## src/rtl/ahb_burst_master.sv

```systemverilog
// AHB-Lite master traffic engine: issues single or incrementing bursts from a
// command, drives a seed+beat data pattern, and checks read data against it.
`timescale 1ns/1ps
module ahb_burst_master #(
  parameter int AW    = 32,
  parameter int DW    = 32,
  parameter int LEN_W = 5
) (
  input  logic             Hclk,
  input  logic             Hreset,
  input  logic             start,
  input  logic             cmd_write,
  input  logic [AW-1:0]    cmd_addr,
  input  logic [LEN_W-1:0] cmd_len,
  input  logic [DW-1:0]    cmd_seed,
  output logic             busy,
  output logic             done,
  output logic             err_resp,
  output logic [15:0]      mismatch_cnt,
  output logic [1:0]       Htrans,
  output logic [AW-1:0]    Haddr,
  output logic             Hwrite,
  output logic [2:0]       Hsize,
  output logic [DW-1:0]    Hwdata,
  output logic             Hreadyin,
  input  logic             Hreadyout,
  input  logic [1:0]       Hresp,
  input  logic [DW-1:0]    Hrdata
);

  typedef enum logic [2:0] {IDLE, ADDR, PIPE, LASTDATA, ERR, FIN} state_t;

  localparam logic [1:0]    TR_IDLE    = 2'b00;
  localparam logic [1:0]    TR_NONSEQ  = 2'b10;
  localparam logic [1:0]    TR_SEQ     = 2'b11;
  localparam logic [1:0]    RESP_ERROR = 2'b01;
  localparam logic [AW-1:0] ADDR_STEP  = AW'(DW / 8);

  state_t           state, state_n;
  logic [1:0]       htrans_n;
  logic [AW-1:0]    haddr_n;
  logic             hwrite_n;
  logic [DW-1:0]    hwdata_n;
  logic             busy_n, done_n, err_n;
  logic [15:0]      mm_n;
  logic [LEN_W-1:0] len_q, len_n;
  logic [DW-1:0]    seed_q, seed_n;
  logic             write_q, write_n;
  logic [LEN_W-1:0] addr_beat, addr_beat_n;
  logic [LEN_W-1:0] data_beat, data_beat_n;

  logic          in_data, data_err, last_addr;
  logic [DW-1:0] exp_rdata;

  assign Hsize    = 3'($clog2(DW / 8));
  assign Hreadyin = 1'b1;

  assign in_data   = (state == PIPE) || (state == LASTDATA);
  assign data_err  = in_data && (Hresp == RESP_ERROR);
  assign last_addr = (addr_beat == len_q - LEN_W'(1));
  assign exp_rdata = seed_q + DW'(data_beat);

  always_comb begin
    // NOTE: every signal gets its hold value first so no path can infer a latch.
    state_n     = state;
    htrans_n    = Htrans;
    haddr_n     = Haddr;
    hwrite_n    = Hwrite;
    hwdata_n    = Hwdata;
    err_n       = err_resp;
    mm_n        = mismatch_cnt;
    len_n       = len_q;
    seed_n      = seed_q;
    write_n     = write_q;
    addr_beat_n = addr_beat;
    data_beat_n = data_beat;

    // A completed read data phase is checked regardless of what the address side does.
    if (in_data && Hreadyout && !data_err && !write_q &&
        (Hrdata != exp_rdata) && (mismatch_cnt != 16'hFFFF))
      mm_n = mismatch_cnt + 16'd1;

    case (state)
      IDLE: begin
        if (start) begin
          err_n = 1'b0;
          mm_n  = '0;
          if (cmd_len == '0) begin
            state_n = FIN;
          end else begin
            len_n       = cmd_len;
            seed_n      = cmd_seed;
            write_n     = cmd_write;
            addr_beat_n = '0;
            htrans_n    = TR_NONSEQ;
            haddr_n     = cmd_addr;
            hwrite_n    = cmd_write;
            state_n     = ADDR;
          end
        end
      end
      ADDR, PIPE: begin
        if (data_err) begin
          htrans_n = TR_IDLE;
          err_n    = 1'b1;
          state_n  = Hreadyout ? FIN : ERR;
        end else if (Hreadyout) begin
          data_beat_n = addr_beat;
          if (write_q)
            hwdata_n = seed_q + DW'(addr_beat);
          if (last_addr) begin
            htrans_n = TR_IDLE;
            state_n  = LASTDATA;
          end else begin
            addr_beat_n = addr_beat + LEN_W'(1);
            haddr_n     = Haddr + ADDR_STEP;
            htrans_n    = TR_SEQ;
            state_n     = PIPE;
          end
        end
      end
      LASTDATA: begin
        if (data_err) begin
          err_n   = 1'b1;
          state_n = Hreadyout ? FIN : ERR;
        end else if (Hreadyout) begin
          state_n = FIN;
        end
      end
      ERR: begin
        if (Hreadyout)
          state_n = FIN;
      end
      FIN:     state_n = IDLE;
      default: state_n = IDLE;
    endcase

    busy_n = (state_n == ADDR) || (state_n == PIPE) ||
             (state_n == LASTDATA) || (state_n == ERR);
    done_n = (state_n == FIN);
  end

  // NOTE: sequential state uses non-blocking assignments so all flops update together.
  always_ff @(posedge Hclk or posedge Hreset) begin
    if (Hreset) begin
      state        <= IDLE;
      Htrans       <= TR_IDLE;
      Haddr        <= '0;
      Hwrite       <= 1'b0;
      Hwdata       <= '0;
      busy         <= 1'b0;
      done         <= 1'b0;
      err_resp     <= 1'b0;
      mismatch_cnt <= '0;
      len_q        <= '0;
      seed_q       <= '0;
      write_q      <= 1'b0;
      addr_beat    <= '0;
      data_beat    <= '0;
    end else begin
      state        <= state_n;
      Htrans       <= htrans_n;
      Haddr        <= haddr_n;
      Hwrite       <= hwrite_n;
      Hwdata       <= hwdata_n;
      busy         <= busy_n;
      done         <= done_n;
      err_resp     <= err_n;
      mismatch_cnt <= mm_n;
      len_q        <= len_n;
      seed_q       <= seed_n;
      write_q      <= write_n;
      addr_beat    <= addr_beat_n;
      data_beat    <= data_beat_n;
    end
  end

endmodule

```

## config.mk

```make
export PLATFORM = sky130hd
export DESIGN_NAME = ahb_burst_master
export DESIGN_NICKNAME = d
export VERILOG_FILES = /design/src/rtl/ahb_burst_master.sv
export SDC_FILE = /design/constraint.sdc
export NUM_CORES = 1
export LEC_CHECK = 0
export ABC_CLOCK_PERIOD_IN_PS = 4800
export BUFFER_PORTS_ARGS = -buffer_cell sky130_fd_sc_hd__clkbuf_2
export CORE_MARGIN = 1.5
export CORE_UTILIZATION = 49
export CTS_CLUSTER_DIAMETER = 80
export DETAILED_ROUTE_END_ITERATION = 10
export PLACE_DENSITY = 0.82
export SLEW_MARGIN = 25
export SYNTH_ARGS = -nofsm -noshare
export SYNTH_HDL_FRONTEND = slang
export SYNTH_SLANG_ARGS = --single-unit
export TNS_END_PERCENT = 50
```

## constraint.sdc

```tcl
create_clock -name Hclk -period 4.8 [get_ports Hclk]
set_clock_uncertainty 0.05 [all_clocks]
set_input_delay 0.96 -clock Hclk [delete_from_list [all_inputs] [get_ports Hclk]]
set_output_delay 0.96 -clock Hclk [all_outputs]
set_load 0.05 [all_outputs]
```

======== Yosys cells after proc, flatten, opt, wreduce, memory -nomap -nowiden ========
Index checks and enable logic that the tools add are counted.
W data, S select, Z words.
operators by class
  muxes and demuxes ....................... 33
  equality and inequality tests ........... 20
  reductions and logical operators ........ 24
  bitwise logic cells ..................... 2
  add/sub/neg operators ................... 6
operator list
  kind                     count
  $mux W32                 5
  $add A32 B5 Y32          2
  $pmux W32 S2             1
  $mux W16                 3
  $add A32 B3 Y32 const B  1
  $ne A32 B32 Y1           1
  $mux W5                  5
  $mux W3                  6
  $add A16 B1 Y16 const B  1
  $ne A16 B16 Y1 const B   1
  $eq A3 B2 Y1 const B     4
  $pmux W3 S4              1
  $mux W2                  5
  $ne A2 B2 Y1 const B     5
  $pmux W5 S2              1
  $eq A3 B3 Y1 const B     3
  $reduce_and A3 Y1        3
  $reduce_and A4 Y1        2
  $eq A3 B1 Y1 const B     2
  $logic_and A1 B1 Y1      6
  $reduce_and A6 Y1        1
  $add A5 B1 Y5 const B    1
  $eq A5 B5 Y1             1
  $logic_not A5 Y1         1
  other kinds (14)         23
storage, ports and cells
  register bits ........................... 136
  output and inout port bits .............. 90

======== Depth between registers and ports, before layout ========
Gate-level depths: netlist of run 1.
  word-level depth ........................ 11
  mapped depth ............................ 14

======== Least setup slack after synthesis of run 1 ========
Ideal clock, no wire load.
  kind .................................... register -> register
  start ................................... register seed_q[0]
  end ..................................... register mismatch_cnt[10]
  clock period less this slack ............ 3108 ps
  arrival ................................. 2980 ps
  buffers on the path ..................... 1
  cell stages (with the launch flop) ...... 13
  slack ................................... 1692 ps
  required time ........................... 4672 ps
  cell sequence ........................... dfrtp_1 -> ha_1 -> fa_1 -> a21oi_1 -> o22a_1 -> or3_4 -> mux2_4 -> nand3_1 -> a31oi_1 -> and4b_1 -> buf_6 -> or4_1 -> a21oi_1
on the way
  longest elaborated chain between the ends .. 7
RTL lines
  item                     RTL line  source
  from (decl)              47        logic [DW-1:0] seed_q, seed_n;
  from (signal assigned)   171       seed_q <= seed_n;
  $add A32 B5 Y32 (*)      61        assign exp_rdata = seed_q + DW'(data_beat);
  $ne A32 B32 Y1 (*)       80        (Hrdata != exp_rdata) && (mismatch_cnt != 16'hFFFF))
  $logic_and A1 B1 Y1 (*)  79        if (in_data && Hreadyout && !data_err && !write_q &&
  $logic_and A1 B1 Y1 (*)  80
  $mux W16 (*)             79
  $mux W16                 85        if (start) begin
  $mux W16 (*)             83        case (state)
  named net mm_n[10]       45        logic [15:0] mm_n;
  to (signal assigned)     169       mismatch_cnt <= mm_n;
  to (decl)                19        output logic [15:0] mismatch_cnt,
The timed path passes the listed nets; every way through them passes the cells marked *.
A chain may end at the register's enable or synchronous reset.

======== Final worst setup path of run 1 ========
  start ................................... register seed_q[4]
  end ..................................... register mismatch_cnt[1]
Same word-level chain as after synthesis.

==> results_dict.tcl, run 1 <==
set metrics [dict create \
    status "finished, final reports clean" \
    drv_slew 0 \
    dp_hpwl_um 16500 \
    ys_ff_latch 136 \
    nNetsFinal 1279 \
    critPathLaunchType "flip-flop" \
    path_delay_family "simple AND/OR/NAND/NOR gates" \
    placed_cells 1356 \
    crit_required_ps 5040 \
    setup_tns_ps 0 \
    antenna_left 0 \
    clkSinkCount 136 \
    syn-cell-area_um2 8270 \
    die_x_um 133 \
    insertedDiodeCount 0 \
    cts_hold_buffers 0 \
    yosysTopAreaCell "dfrtp_1" \
    ys.warnings.count 0 \
    max_slew_margin 0.405 \
    insertion_delay_ps 420 \
    syn_inst 998 \
    drc 0 \
    drt_iter0_markers 658 \
    synth_cell_types 73 \
    dr_total_vias 7904 \
    max_cap_viol_count 0 \
    area_growth_pct 19.4 \
    tightest_slew_ps 892 \
    ioPinCount 198 \
    critPathSlowestCell "and4b_1" \
    path_class "reg2reg" \
    synth-seq-area-share 0.411 \
    viasPerCell 5.70 \
    place_area_um2 9290 \
    layout.cells.non_filler 1386 \
    synth-edff-count 0 \
    initial_core_util 0.501 \
    period_share 0.786 \
    final_cell_area_um2 9880 \
    area.sequential_um2 3400 \
    avgSynthCellArea_um2 8.29 \
    post-route-util 0.598 \
    cts_tree "built" \
    endpoint_kind "flip-flop" \
    clkTransAtPathRegs_ps 60 \
    post_cts_resized 0 \
    fin_crit_ps 3770 \
    grt_max_degree 113 \
    worstPathMaxFanout 27 \
    grt-ovfl-total 0 \
    grt_usage 0.262 \
    p_per_area_nw_per_um2 746 \
    synth_most_common_cell "nand2_1" \
    antenna_found_initial 1 \
    grt_pass1_wl_um 36900 \
    ir_drop_uv 594 \
    grt_pass1_vias 7312 \
    cts_buffers 17 \
    dieArea_um2 17700 \
    post-cts-setup-buffers 0 \
    synth_ff_type "dfrtp_1" \
    coreArea_um2 16500 \
    hold_violations 0 \
    setup_viol 0 \
    nFillCells 1425 \
    worst-path-buf-inv 0 \
    drt-total-wl_um 22600 \
    synthTopCellsByArea "dfrtp_1 41%, nand2_1 9.7%, o21ai_0 4.7%, xnor2_1 4.6%, a21oi_1 4.2%" \
    synthArstFlopShare 1.00 \
    die_y_um 133 \
    hp-class "reg2reg" \
    synthTopCellsByCount "214 x nand2_1, 136 x dfrtp_1, 77 x o21ai_0" \
    htreeDepth 4 \
    p_total_mw 7.37 \
    crit_chain "ha_1 -> a21oi_1 -> and2_1 -> a211o_1 -> o41ai_1 -> nand4_1 -> nor4_1 -> and4b_1 -> nor2_1 -> mux2i_1" \
    p_leak_nw 4.57 \
    synth_top_area_share 0.411 \
    cts_max_path_buffers 2 \
    dp_slack_ps 1110 \
    setup_slack_ps 1030 \
    timing.fmax_mhz 265 \
    portBuffers 193 \
    rsz0062_at_grt "false" \
    wl_per_cell_um 16.3 \
    layout-drive-gt1-share 0.221 \
    place_congestion 0.944 \
    cts-root-buf "clkbuf_16" \
    detail_route.first_pass.iterations 5 \
    rows 47 \
    max_stage_delay_ps 820 \
    multiInputGateArea_um2 4500 \
    cp_data_arrival_time_ps 4020 \
    worst_hold_slack_ps 428 \
]
[layout make-up]
cell class | instances | share of cell area
Clock buffer | 20 | 0.0452
Clock inverter | 10 | 0.0130
Inverter | 22 | 0.00912
Multi-Input combinational cell | 776 | 0.455
Sequential cell | 136 | 0.345
Tap cell | 220 | 0.0279
Timing Repair Buffer | 202 | 0.105
[path summary, 6_finish.rpt]
check,from,end,slack [ps],cells past startpoint
worst max-delay path,seed_q[4]$_DFFE_PP0P_,mismatch_cnt[1]$_DFF_PP0_,1030,10
worst min-delay path,Hwdata[20]$_DFFE_PP0P_,Hwdata[20]$_DFFE_PP0P_,430,2
worst max register to register,seed_q[4]$_DFFE_PP0P_,mismatch_cnt[1]$_DFF_PP0_,1030,10
worst min register to register,Hwdata[20]$_DFFE_PP0P_,Hwdata[20]$_DFFE_PP0P_,430,2
max in group asynchronous,Hreset,seed_q[14]$_DFFE_PP0P_,3180,3
min in group asynchronous,Hreset,Haddr[0]$_DFFE_PP0P_,640,2
[cell usage in the layout, fill, tap and decap left out, types with 19 or more instances in the layout]
cell      instances
xor2_1           29
nand4_1          27
xnor2_1          43
nand2_1         213
a21oi_1          69
nor2_1           72
nand3_1          27
o21ai_0          77
nor3_1           19
inv_1            21
clkbuf_2        193
dfrtp_1         136
[worst reg2reg max path, delay by kind of cell (launching register included)]
family	cells	cell delay [ps]
AO/OA/AOI/OAI	3	1010
adder cells (fa/ha/maj)	1	390
flip-flops	1	390
multiplexers	1	160
AND/OR/NAND/NOR	5	1650
[state kept, by name, summed over array words and instances, names as in the netlist]
name,flops
Haddr,32
Htrans,2
Hwdata,32
addr_beat,5
busy,1
data_beat,5
done,1
err_resp,1
len_q,5
mismatch_cnt,16
seed_q,32
state,3
write_q,1
[routing by layer]
metal | share of wire | global-route usage | vias to the layer above | wire (um)
met5 | 0 | 0 | - | 0
met4 | 0.024 | 0.103 | 0 | 554
met3 | 0.076 | 0.0536 | 43 | 1720
met2 | 0.46 | 0.409 | 351 | 10400
met1 | 0.44 | 0.359 | 3706 | 9910
li1 | - | - | 3804 | -
[report_power, final]
part | total (mW) | switching (mW) | leakage, nW | internal, mW
Sequential | 2.24 | 0.614 | 1.71 | 1.62
Clock | 1.30 | 0.486 | 0.289 | 0.819
Combinational | 3.83 | 2.67 | 2.57 | 1.16
[cell families after synthesis]
kind of cell    Yosys count  share of synthesized area
xor+xnor                 73                     0.0789
simple gates            445                      0.253
mux                      14                     0.0186
compound gates          223                      0.161
buf+inv                  88                     0.0490
fa+ha+maj                17                     0.0272
other cells               2                   0.000908
flops                   136                      0.411
(Power assumes the default switching activity.)
==> run 2, diff against run 1 <==
--- a/config.mk
+++ b/config.mk
@@ -5,13 +5,13 @@
 export SDC_FILE = /design/constraint.sdc
 export NUM_CORES = 1
 export LEC_CHECK = 0
-export ABC_CLOCK_PERIOD_IN_PS = 4800
+export ABC_CLOCK_PERIOD_IN_PS = 3600
 export BUFFER_PORTS_ARGS = -buffer_cell sky130_fd_sc_hd__clkbuf_2
 export CORE_MARGIN = 1.5
-export CORE_UTILIZATION = 49
+export CORE_UTILIZATION = 55
 export CTS_CLUSTER_DIAMETER = 80
 export DETAILED_ROUTE_END_ITERATION = 10
-export PLACE_DENSITY = 0.82
+export PLACE_DENSITY = 0.87
 export SLEW_MARGIN = 25
 export SYNTH_ARGS = -nofsm -noshare
 export SYNTH_HDL_FRONTEND = slang
==> constraint.sdc (replaced) <==
create_clock -name Hclk -period 3.6 [get_ports Hclk]
set_clock_uncertainty 0.05 [all_clocks]
set_input_delay 0.72 -clock Hclk [delete_from_list [all_inputs] [get_ports Hclk]]
set_output_delay 0.72 -clock Hclk [all_outputs]
set_load 0.05 [all_outputs]
==> run 2 against run 1 <==
Net effect:
- global-route usage grew 3.6 points
- critical path depth grew 1
- non-clock buffer count grew 12
- worst hold slack lost 93 ps
- final cell count shrank 1.6%
- clock-buffer cell count shrank 1
- core utilization grew 8.7 points
- maximum frequency grew 11%
- register-to-register slack lost 830 ps
- power grew 36%
- sequential share of layout area shrank 0.41 points
- clock power grew 38%
==> results_dict.tcl, run 2 (same netlist as run 1, synthesis figures left out) <==
set metrics [dict create \
    rows 44 \
    cts_buffers 17 \
    grt_usage 0.298 \
    cp_data_arrival_time_ps 3700 \
    layout-drive-gt1-share 0.234 \
    max_cap_viol_count 0 \
    dp_slack_ps 166 \
    final_common_cell "nand2_1" \
    layout.cells.non_filler 1364 \
    ioPinCount 198 \
    hold_violations 0 \
    fin_crit_ps 3400 \
    coreArea_um2 14600 \
    dr_total_vias 8117 \
    endpoint_kind "flip-flop" \
    dp_hpwl_um 16800 \
    largestRegisters "Haddr (32), Hwdata (32), seed_q (32)" \
    area_growth_pct 20.8 \
    clkSinkCount 136 \
    initial_core_util 0.567 \
    nNetsFinal 1291 \
    antenna_found_initial 0 \
    post-cts-setup-buffers 0 \
    post-route-util 0.685 \
    setup_slack_ps 198 \
    path_class "reg2reg" \
    insertion_delay_ps 430 \
    status "finished, final reports clean" \
    critPathLaunchType "flip-flop" \
    p_leak_nw 4.64 \
    p_per_area_nw_per_um2 1010 \
    globalRouteMet2Util 0.477 \
    place_congestion 0.910 \
    worstPathMaxFanout 27 \
    placed_cells 1332 \
    dieArea_um2 15800 \
    insertedDiodeCount 0 \
    nFillCells 1149 \
    max_slew_margin 0.531 \
    grt_pass1_vias 7645 \
    gr-max-usage-layer "met2" \
    tightest_slew_ps 702 \
    antenna_left 0 \
    die_x_um 126 \
    drt-total-wl_um 23300 \
    grt_pass1_wl_um 37800 \
    viasPerCell 5.95 \
    cts-root-buf "clkbuf_16" \
    grt_max_degree 79 \
    grt-ovfl-total 0 \
    use_met1 0.393 \
    cts_tree "built" \
    drc 0 \
    setup_tns_ps 0 \
    setup_viol 0 \
    drv_slew 0 \
    timing.fmax_mhz 294 \
    p_total_mw 10.1 \
    wl_per_cell_um 17.1 \
    grt_util_met3 0.0722 \
    htreeDepth 4 \
    rsz0062_at_grt "false" \
    cts_max_path_buffers 2 \
    detail_route.first_pass.iterations 6 \
    portBuffers 193 \
    hp-class "in2async" \
    ir_drop_uv 681 \
    final_cell_mix "213 x nand2_1, 193 x clkbuf_2, 136 x dfrtp_1" \
    clkTransAtPathRegs_ps 60 \
    die_y_um 126 \
    period_share 0.945 \
    drt_iter0_markers 729 \
    crit_required_ps 3900 \
]
==> run 2: cell types whose count changed in the layout (fill, tap and decap cells not counted), sizes merged <==
cell / before / now
buf: 9 / 21
clkbuf: 213 / 212
clkinv: 7 / 8
clkinvlp: 0 / 3
inv: 22 / 21
==> run 2: path summary, 6_finish.rpt <==
kind	from	slack [ps]	endpoint	cells after the start
max	seed_q[1]$_DFFE_PP0P_	200	mismatch_cnt[8]$_DFF_PP0_	11
max in group asynchronous	Hreset	2310	Haddr[5]$_DFFE_PP0P_	3
min	Hreset	340	mismatch_cnt[12]$_DFF_PP0_	2
min in group Hclk	Hwdata[15]$_DFFE_PP0P_	430	Hwdata[15]$_DFFE_PP0P_	2
min reg2reg	Hwdata[15]$_DFFE_PP0P_	430	Hwdata[15]$_DFFE_PP0P_	2
max reg2reg	seed_q[1]$_DFFE_PP0P_	200	mismatch_cnt[8]$_DFF_PP0_	11
==> run 2: power by group <==
part / leakage, nW / internal (mW) / total, mW / switching (mW)
Combinational: 2.63 / 1.65 / 5.30 / 3.65
Clock: 0.298 / 1.12 / 1.80 / 0.683
Sequential: 1.71 / 2.16 / 2.96 / 0.798
==> run 2: what timing repair did <==
item                                   CTS  global route
hold buffers                             0             0
setup endpoints to repair                0             5
endpoints found under the hold margin    0             0
resized for setup                        0             2
==> run 2: critical path: stages, from the launching register on <==
cell,delay [ps]
dfrtp_1,430
ha_1,300
a21o_1,180
nand4_1,290
a211o_2,470
or3_1,370
o211ai_1,100
nor4_1,80
and4b_1,230
buf_12,160
or4_1,500
a21oi_1,160
==> run 2: routing by layer <==
layer | vias to the layer above | share of wire
li1 | 3814 | -
met1 | 3834 | 0.41
met2 | 420 | 0.47
met3 | 49 | 0.089
met4 | 0 | 0.026
met5 | - | 0
==> run 2: stage by stage <==
stage	area (um2)	hold slack, ps
floorplan	8290	417
global placement	9390	409
detailed placement	9390	415
CTS	9990	353
global route	9990	390
finish	9990	335
==> run 2: area by class of cell <==
cell class / count / area, um2 / share of cell area
clock buffers: 19 / 453 / 0.0453
well taps: 184 / 230 / 0.0230
repair buffers: 214 / 1170 / 0.117
clock inverters: 13 / 153 / 0.0153
inverters: 22 / 86.3 / 0.00864
flip-flops and latches: 136 / 3400 / 0.341
multi-input cells: 776 / 4500 / 0.450
